File: src/rtl/code_register.sv
// Password datapath: shifts keypad characters into an entry register, holds the stored code
// and reports a registered match. Optional master code enabled by CODE_REGISTER_MASTER_EN.
module code_register #(
    parameter int                        DIGITS       = 4,
    parameter int                        WIDTH        = 4,
    parameter logic [DIGITS*WIDTH-1:0]   DEFAULT_CODE = 16'h1234
) (
    input  logic             clk,
    input  logic             clr,
    input  logic [WIDTH-1:0] digit_in,
    input  logic             pipo_shift,
    input  logic             pipo_reset,
    input  logic             pipo_load,
    output logic             pass_check,
    output logic             entry_full,
    output logic [2:0]       digit_count,
    output logic             load_err
);

    localparam int         ENTRY_W    = DIGITS * WIDTH;
    localparam logic [2:0] FULL_COUNT = 3'(DIGITS);
`ifdef CODE_REGISTER_MASTER_EN
    localparam logic [ENTRY_W-1:0] MASTER_CODE = ENTRY_W'(16'hA5A5);
`endif

    logic [ENTRY_W-1:0] r_entry;
    logic [ENTRY_W-1:0] r_stored;
    logic [2:0]         r_count;
    logic               r_pass_check;
    logic               r_entry_full;
    logic               r_load_err;

    logic [ENTRY_W-1:0] w_entry_next;
    logic [ENTRY_W-1:0] w_stored_next;
    logic [2:0]         w_count_next;
    logic               w_load_err;
    logic               w_match;

    // Reset beats load beats shift; a load samples the pre-shift entry.
    always_comb begin
        // NOTE: every signal gets a default first so no path leaves it unassigned (no latch).
        w_entry_next  = r_entry;
        w_stored_next = r_stored;
        w_count_next  = r_count;
        w_load_err    = 1'b0;
        if (pipo_reset) begin
            w_entry_next = '0;
            w_count_next = '0;
        end else begin
            if (pipo_load) begin
                if (r_count == FULL_COUNT) w_stored_next = r_entry;
                else                       w_load_err    = 1'b1;
            end
            if (pipo_shift) begin
                w_entry_next = (r_entry << WIDTH) | ENTRY_W'(digit_in);
                if (r_count != FULL_COUNT) w_count_next = r_count + 3'd1;
            end
        end
    end

    always_comb begin
        w_match = (w_count_next == FULL_COUNT) && (w_entry_next == w_stored_next);
`ifdef CODE_REGISTER_MASTER_EN
        if ((w_count_next == FULL_COUNT) && (w_entry_next == MASTER_CODE)) w_match = 1'b1;
`endif
    end

    // NOTE: sequential state uses non-blocking assignments so every flop sees pre-edge values.
    always_ff @(posedge clk or posedge clr) begin
        if (clr) begin
            r_entry      <= '0;
            r_count      <= '0;
            r_stored     <= DEFAULT_CODE;
            r_pass_check <= 1'b0;
            r_entry_full <= 1'b0;
            r_load_err   <= 1'b0;
        end else begin
            r_entry      <= w_entry_next;
            r_count      <= w_count_next;
            r_stored     <= w_stored_next;
            r_pass_check <= w_match;
            r_entry_full <= (w_count_next == FULL_COUNT);
            r_load_err   <= w_load_err;
        end
    end

    assign pass_check  = r_pass_check;
    assign entry_full  = r_entry_full;
    assign digit_count = r_count;
    assign load_err    = r_load_err;

endmodule

File: config.mk
export PLATFORM = sky130hd
export DESIGN_NAME = code_register
export DESIGN_NICKNAME = d
export VERILOG_FILES = /design/src/rtl/code_register.sv
export SDC_FILE = /design/constraint.sdc
export NUM_CORES = 1
export LEC_CHECK = 0
export CORE_MARGIN = 5
export CORE_UTILIZATION = 35
export CTS_CLUSTER_SIZE = 12
export DETAILED_ROUTE_END_ITERATION = 8
export HOLD_SLACK_MARGIN = 0.08
export SKIP_CTS_REPAIR_TIMING = 1
export SLEW_MARGIN = 20
export SYNTH_ARGS = -nofsm -noshare
export SYNTH_HDL_FRONTEND = slang
export SYNTH_SLANG_ARGS = --single-unit
File: constraint.sdc
create_clock -name clk -period 2.3 [get_ports clk]
set_input_delay 0.46 -clock clk [delete_from_list [all_inputs] [get_ports clk]]
set_output_delay 0.46 -clock clk [all_outputs]
set_load 0.02 [all_outputs]
# Yosys cells after proc, flatten, opt, wreduce, memory -nomap -nowiden
# Index checks and enable logic that the tools add are counted.
[totals]
reg_bits = 38
input_bits = 9
output_inout_bits = 6
wordCells = 24
[op_classes]
addsub = 1
n_eq_ne = 4
n_mux = 11
n_bitwise = 1
n_reduce_logical = 1
[op_table]
columns = ["operator", "n"]
rows = [
  ["2-to-1 mux 16 bit", 5],
  ["equality test 16 bit", 1],
  ["OR 16 x 4 -> 16 bit", 1],
  ["2-to-1 mux 3 bit", 3],
  ["equality test 3 bit (second input constant)", 2],
  ["adder 3 x 1 -> 3 bit (second input constant)", 1],
  ["2-to-1 mux 1 bit", 3],
  ["inequality test 3 bit (second input constant)", 1],
  ["logical AND 1 bit", 1],
]

# Logic depth before layout (Yosys ltp)
[logic_depth]
ltp_word = 6
depth_mapped = 9
ltp_nobuf = 8

# Worst setup path after synthesis
# No wires, ideal clock.
[synth_timing]
path_kind = "flip-flop to flip-flop"
startpoint = "reg r_count[0] (netlist: digit_count[0])"
endpoint = "reg r_pass_check (netlist: pass_check)"
setup_time_ns = 0.068
arrival_time_ns = 2.087
t_required_ns = 2.232
path_slack_ns = 0.145
path_stages_with_launch = 10
n_path_buf = 1
period_less_slack_ns = 2.155
path_cell_list = "dfrtp_1 -> inv_1 -> ha_1 -> nand4b_4 -> buf_6 -> mux2_4 -> xor2_1 -> nor4_2 -> nand2_1 -> and4b_1"
[synth_via]
elab_chain_len = 6
elab_cells_between_ends = 12
cone_classes = "1 x add/sub; 4 x eq/ne; 6 x mux; 1 x reduce/logical"
[synth_lines]
columns = ["item", "line_no", "source"]
rows = [
  ["from (decl)", "28", "logic [2:0] r_count;"],
  ["from (signal assigned)", "79", "r_count <= w_count_next;"],
  ["equality test 3 bit", "51", "if (r_count == FULL_COUNT) w_stored_next = r_entry;"],
  ["2-to-1 mux 16 bit", "51", ""],
  ["2-to-1 mux 16 bit", "50", "if (pipo_load) begin"],
  ["2-to-1 mux 16 bit", "46", "if (pipo_reset) begin"],
  ["via w_stored_next[13]", "34", "logic [ENTRY_W-1:0] w_stored_next;"],
  ["equality test 16 bit", "62", "w_match = (w_count_next == FULL_COUNT) && (w_entry_next == w_stored_next);"],
  ["logical AND 1 bit", "62", ""],
  ["via w_match", "37", "logic w_match;"],
  ["to (signal assigned)", "81", "r_pass_check <= w_match;"],
  ["to (decl)", "29", "logic r_pass_check;"],
]
# The timed path passes the listed nets, and every way through them passes these cells.

# Worst setup path in the final report
[layout_timing]
startpoint = "in pipo_reset"
endpoint = "reg r_pass_check (netlist: pass_check)"
[layout_via]
elab_chain_len = 3
elab_cells_between_ends = 6
cone_classes = "2 x eq/ne; 3 x mux; 1 x reduce/logical"
[layout_lines]
columns = ["item", "line_no", "source"]
rows = [
  ["from (decl)", "12", "input logic pipo_reset,"],
  ["2-to-1 mux 16 bit", "46", ""],
  ["via w_stored_next[5]", "34", ""],
  ["equality test 16 bit", "62", ""],
  ["logical AND 1 bit", "62", ""],
  ["via w_match", "37", ""],
]
# The timed path passes the listed nets, and every way through them passes these cells.

==> run summary <==
The floorplan step set the die height to 80.3 um. The fill cell total of the finished layout is 447. Before CTS, the worst setup slack after placement is -0.208 ns.

The data arrival time of the worst path is 2.40 ns. Together, buffers and inverters on the worst path number 2. The tree is rooted in a sky130_fd_sc_hd__clkbuf_8. The worst register-to-register path ends at pass_check.

The internal power contribution is 0.968 mW. STA classifies the critical path startpoint as a primary input. The share of total power in combinational logic is 0.114. Clock-pin slew was measured on the worst setup and hold paths at 0.08 ns. After detailed routing, the total wire length is 3160 um. The internal reg-to-reg setup slack is 0.17 ns. The initial cell density of the core came out at 0.364. The power spent charging and discharging nets is 0.309 mW. Of the total power, the clock network draws 0.341. Entering global routing, the biggest net connects 39 pins. Setup violations remaining at the end of the flow were counted as 0. Dividing the detail-routed via count by the number of cells gives 4.65.

The number of antenna violations at the first check in global routing is 0. The post-synthesis register bit count is 38. The number of logic stages on the critical path including buffering came out at 8. The signal on the critical path passes through clkdlybuf4s50_1 > nand4b_4 > buf_12 > mux2_2 > xor2_1 > nor4_2 > nand2_1 > and4b_1. The via count of the first global-routing pass came out at 1,178. The HPWL after detailed placement is 2210 um. The critical path starts at pipo_reset. The die outline area came out at 6450 sq um.

The clock latency at the later pin of the worst-skew pair came out at 0.29 ns. Grouping stages by cell kind, the critical path spends the most delay in simple AND/OR/NAND/NOR gates. The sequential standard cell area is 957 sq um. Of the total power, registers draw 0.546. The timing endpoint of the critical path is pass_check. The total number of yosys warnings came out at 0. The slew at the pin closest to its max-slew limit is 0.472 ns. Setup slack on the critical path of the routed design comes to 0.136 ns.

TritonCTS built the clock tree. The core footprint is 4750 sq um. The distinct cell type count of the synthesized netlist came out at 26. The final hold violation count is 0.

The flow ran to the end, and the final reports show no timing, DRC or antenna violations. The class of the most critical hold timing path is reg -> reg. The largest voltage drop on the vdd net is 0.000242 V. The residual antenna-violating net count after detailed routing came out at 0.

The count of TritonRoute iterations in the first routing pass came out at 3. The reported max-cap violation count is 0. The placer congestion estimate is 0.710. The largest fanout on the critical path came out at 16. Leaving out fill and tap cells, the most frequent cells in the layout are sky130_fd_sc_hd__dfrtp_1 (33), sky130_fd_sc_hd__nor2_1 (19), sky130_fd_sc_hd__mux2i_1 (17).

The number of cells on the worst reg-to-reg path is 9. The H-tree depth is 2. The critical path is of the in -> reg type.

After floorplanning, the core was divided into 25 placement rows. Of the cells placed in the final design, the portion with a size suffix greater than 1 is 0.259. The antenna cell count is 0. The count of boundary I/O pins is 15. The initial DRC count is 34. For this run, the total global-route usage over all layers was measured as 0.117. The highest achievable clock rate came out at 462 MHz. The horizontal die dimension is 80.3 um. No sink is reached through more buffers than the 2 on the longest clock path. For this design the static power due to leakage is 1.08 nW. The number of max-slew violations in the final report was 0. The total congestion overflow after global routing came out at 0. After detailed routing, the number of remaining DRC violations is 0. The overall via count from detail_route came out at 1,047. The synthesized instance count came out at 131. The clock arrives with 0.0129 ns of skew. The startpoint identified for the worst register-to-register timing path is digit_count[1]. The final routed wire length divided by cell count came out at 14.1 um. The post-layout instance count excluding filler cells came out at 225. For this design, the slowest cell found on the critical path is sky130_fd_sc_hd__clkdlybuf4s50_1. The post-synthesis to final-layout area growth is 21.8%.

Setup repair after global routing left no endpoint under its margin. The net count reported at finish came out at 168. The global-route wire length before repair came out at 5610 um.

The share of the Yosys chip area taken by registers is 0.553. The library cell used most frequently in the layout, excluding fill and tap cells, is sky130_fd_sc_hd__dfrtp_1. The final-layout setup total negative slack came out at 0 ns. The minimum clock period came out at 2.16 ns. The area occupied by multi-input gates is 734 sq um.

Counting the buffers created by CTS gives 5. The power after layout came out at 1.28 mW. The count of port buffers added during placement is 14.

The kind of end point of the critical path is a flop. Dividing the final minimum period by the clock period gives 0.941. The mean instance size in the synthesized netlist is 13.2 sq um. CTS saw 38 sinks. The cell area that synthesis handed to floorplanning was 1730 sq um.

Measured against its own limit, the worst slew margin works out to 0.685. The peak per-stage delay on the critical path is 0.49 ns. The post-placement cell count is 216. The required time of the critical path is 2.54 ns. The net switching fraction of the power came out at 0.242.

Synthesis produced a netlist with a net count of 142. Dividing total power by cell area gives a power density of 605 nW/um^2.
flip-flops by register name (all words and copies together), names as in the netlist:
| name | cells |
|---|---|
| load_err | 1 |
| pass_check | 1 |
| r_stored | 16 |
| r_entry | 16 |
| digit_count | 3 |
| entry_full | 1 |
stage by stage:
step	util	cell area (sq um)	hold WS [ns]
6_report	0.444	2110	0.510
5_1_grt	0.444	2110	0.529
4_1_cts	0.441	2100	0.515
3_5_place_dp	0.423	2010	0.491
3_3_place_gp	0.423	2010	0.483
2_1_floorplan	-	1730	0.475
how the worst min path moves through the flow:
stage | startpoint | endpoint | slack (ns) | cells past startpoint
after floorplan | r_stored[0] | r_stored[0] | 0.47 | 1
after global placement | r_stored[11] | r_stored[11] | 0.48 | 1
after detailed placement | r_stored[0] | r_stored[0] | 0.49 | 1
after CTS | r_stored[0] | r_stored[0] | 0.51 | 1
after global routing | r_stored[11] | r_stored[11] | 0.53 | 1
final | r_stored[11] | r_stored[11] | 0.51 | 1
area by class of cell:
type / count / area share
tap: 67 / 0.0397
clock buffer: 6 / 0.0344
inverter: 3 / 0.00534
multi-input combinational: 85 / 0.348
sequential: 38 / 0.454
timing repair buffer: 24 / 0.114
clock inverter: 2 / 0.00474
cells in the mapped netlist:
master,count,area share
sky130_fd_sc_hd__dfrtp_1,33,0.48
sky130_fd_sc_hd__nor2_1,19,0.041
sky130_fd_sc_hd__mux2i_1,17,0.098
sky130_fd_sc_hd__mux2_2,12,0.078
sky130_fd_sc_hd__xor2_1,10,0.051
sky130_fd_sc_hd__xnor2_1,7,0.035
sky130_fd_sc_hd__dfstp_2,5,0.076
sky130_fd_sc_hd__mux2_4,4,0.035
sky130_fd_sc_hd__inv_1,3,0.0065
sky130_fd_sc_hd__a21oi_1,2,0.0058
sky130_fd_sc_hd__and4b_1,2,0.012
sky130_fd_sc_hd__buf_4,2,0.0087
sky130_fd_sc_hd__ha_1,2,0.014
sky130_fd_sc_hd__a21boi_0,1,0.0043
sky130_fd_sc_hd__and3_1,1,0.0036
sky130_fd_sc_hd__and4_1,1,0.0051
sky130_fd_sc_hd__buf_2,1,0.0029
sky130_fd_sc_hd__buf_6,1,0.0065
sky130_fd_sc_hd__clkbuf_1,1,0.0022
sky130_fd_sc_hd__nand2_1,1,0.0022
sky130_fd_sc_hd__nand2b_1,1,0.0036
sky130_fd_sc_hd__nand4b_4,1,0.014
sky130_fd_sc_hd__nor3_1,1,0.0029
sky130_fd_sc_hd__nor3b_1,1,0.0043
sky130_fd_sc_hd__nor4_1,1,0.0036
sky130_fd_sc_hd__nor4_2,1,0.0072
metal layers:
layer / GRT usage / up-vias / share of wire
met5: 0 / - / 0
met4: 0.0557 / 0 / 0.022
met3: 0.0370 / 8 / 0.038
met2: 0.185 / 19 / 0.49
met1: 0.144 / 520 / 0.45
li1: - / 500 / -
power by group through the flow:
stage	clock [mW]	sequential (mW)	combinational [mW]
6_report	0.435	0.697	0.145
5_1_grt	0.496	0.698	0.162
4_1_cts	0.462	0.697	0.144
3_5_place_dp	0	0.710	0.144
3_3_place_gp	0	0.709	0.141
2_1_floorplan	0	0.714	0.0782
cell families after synthesis:
kind of cell,synth area share
AOI/OAI and AO/OA,0.0101
buffers and inverters,0.0267
and+or+nand+nor,0.0990
xor gates and xnor gates,0.0860
muxes,0.211
DFF,0.553
adders and majority gates,0.0144
Power figures use the tool's default switching activity.
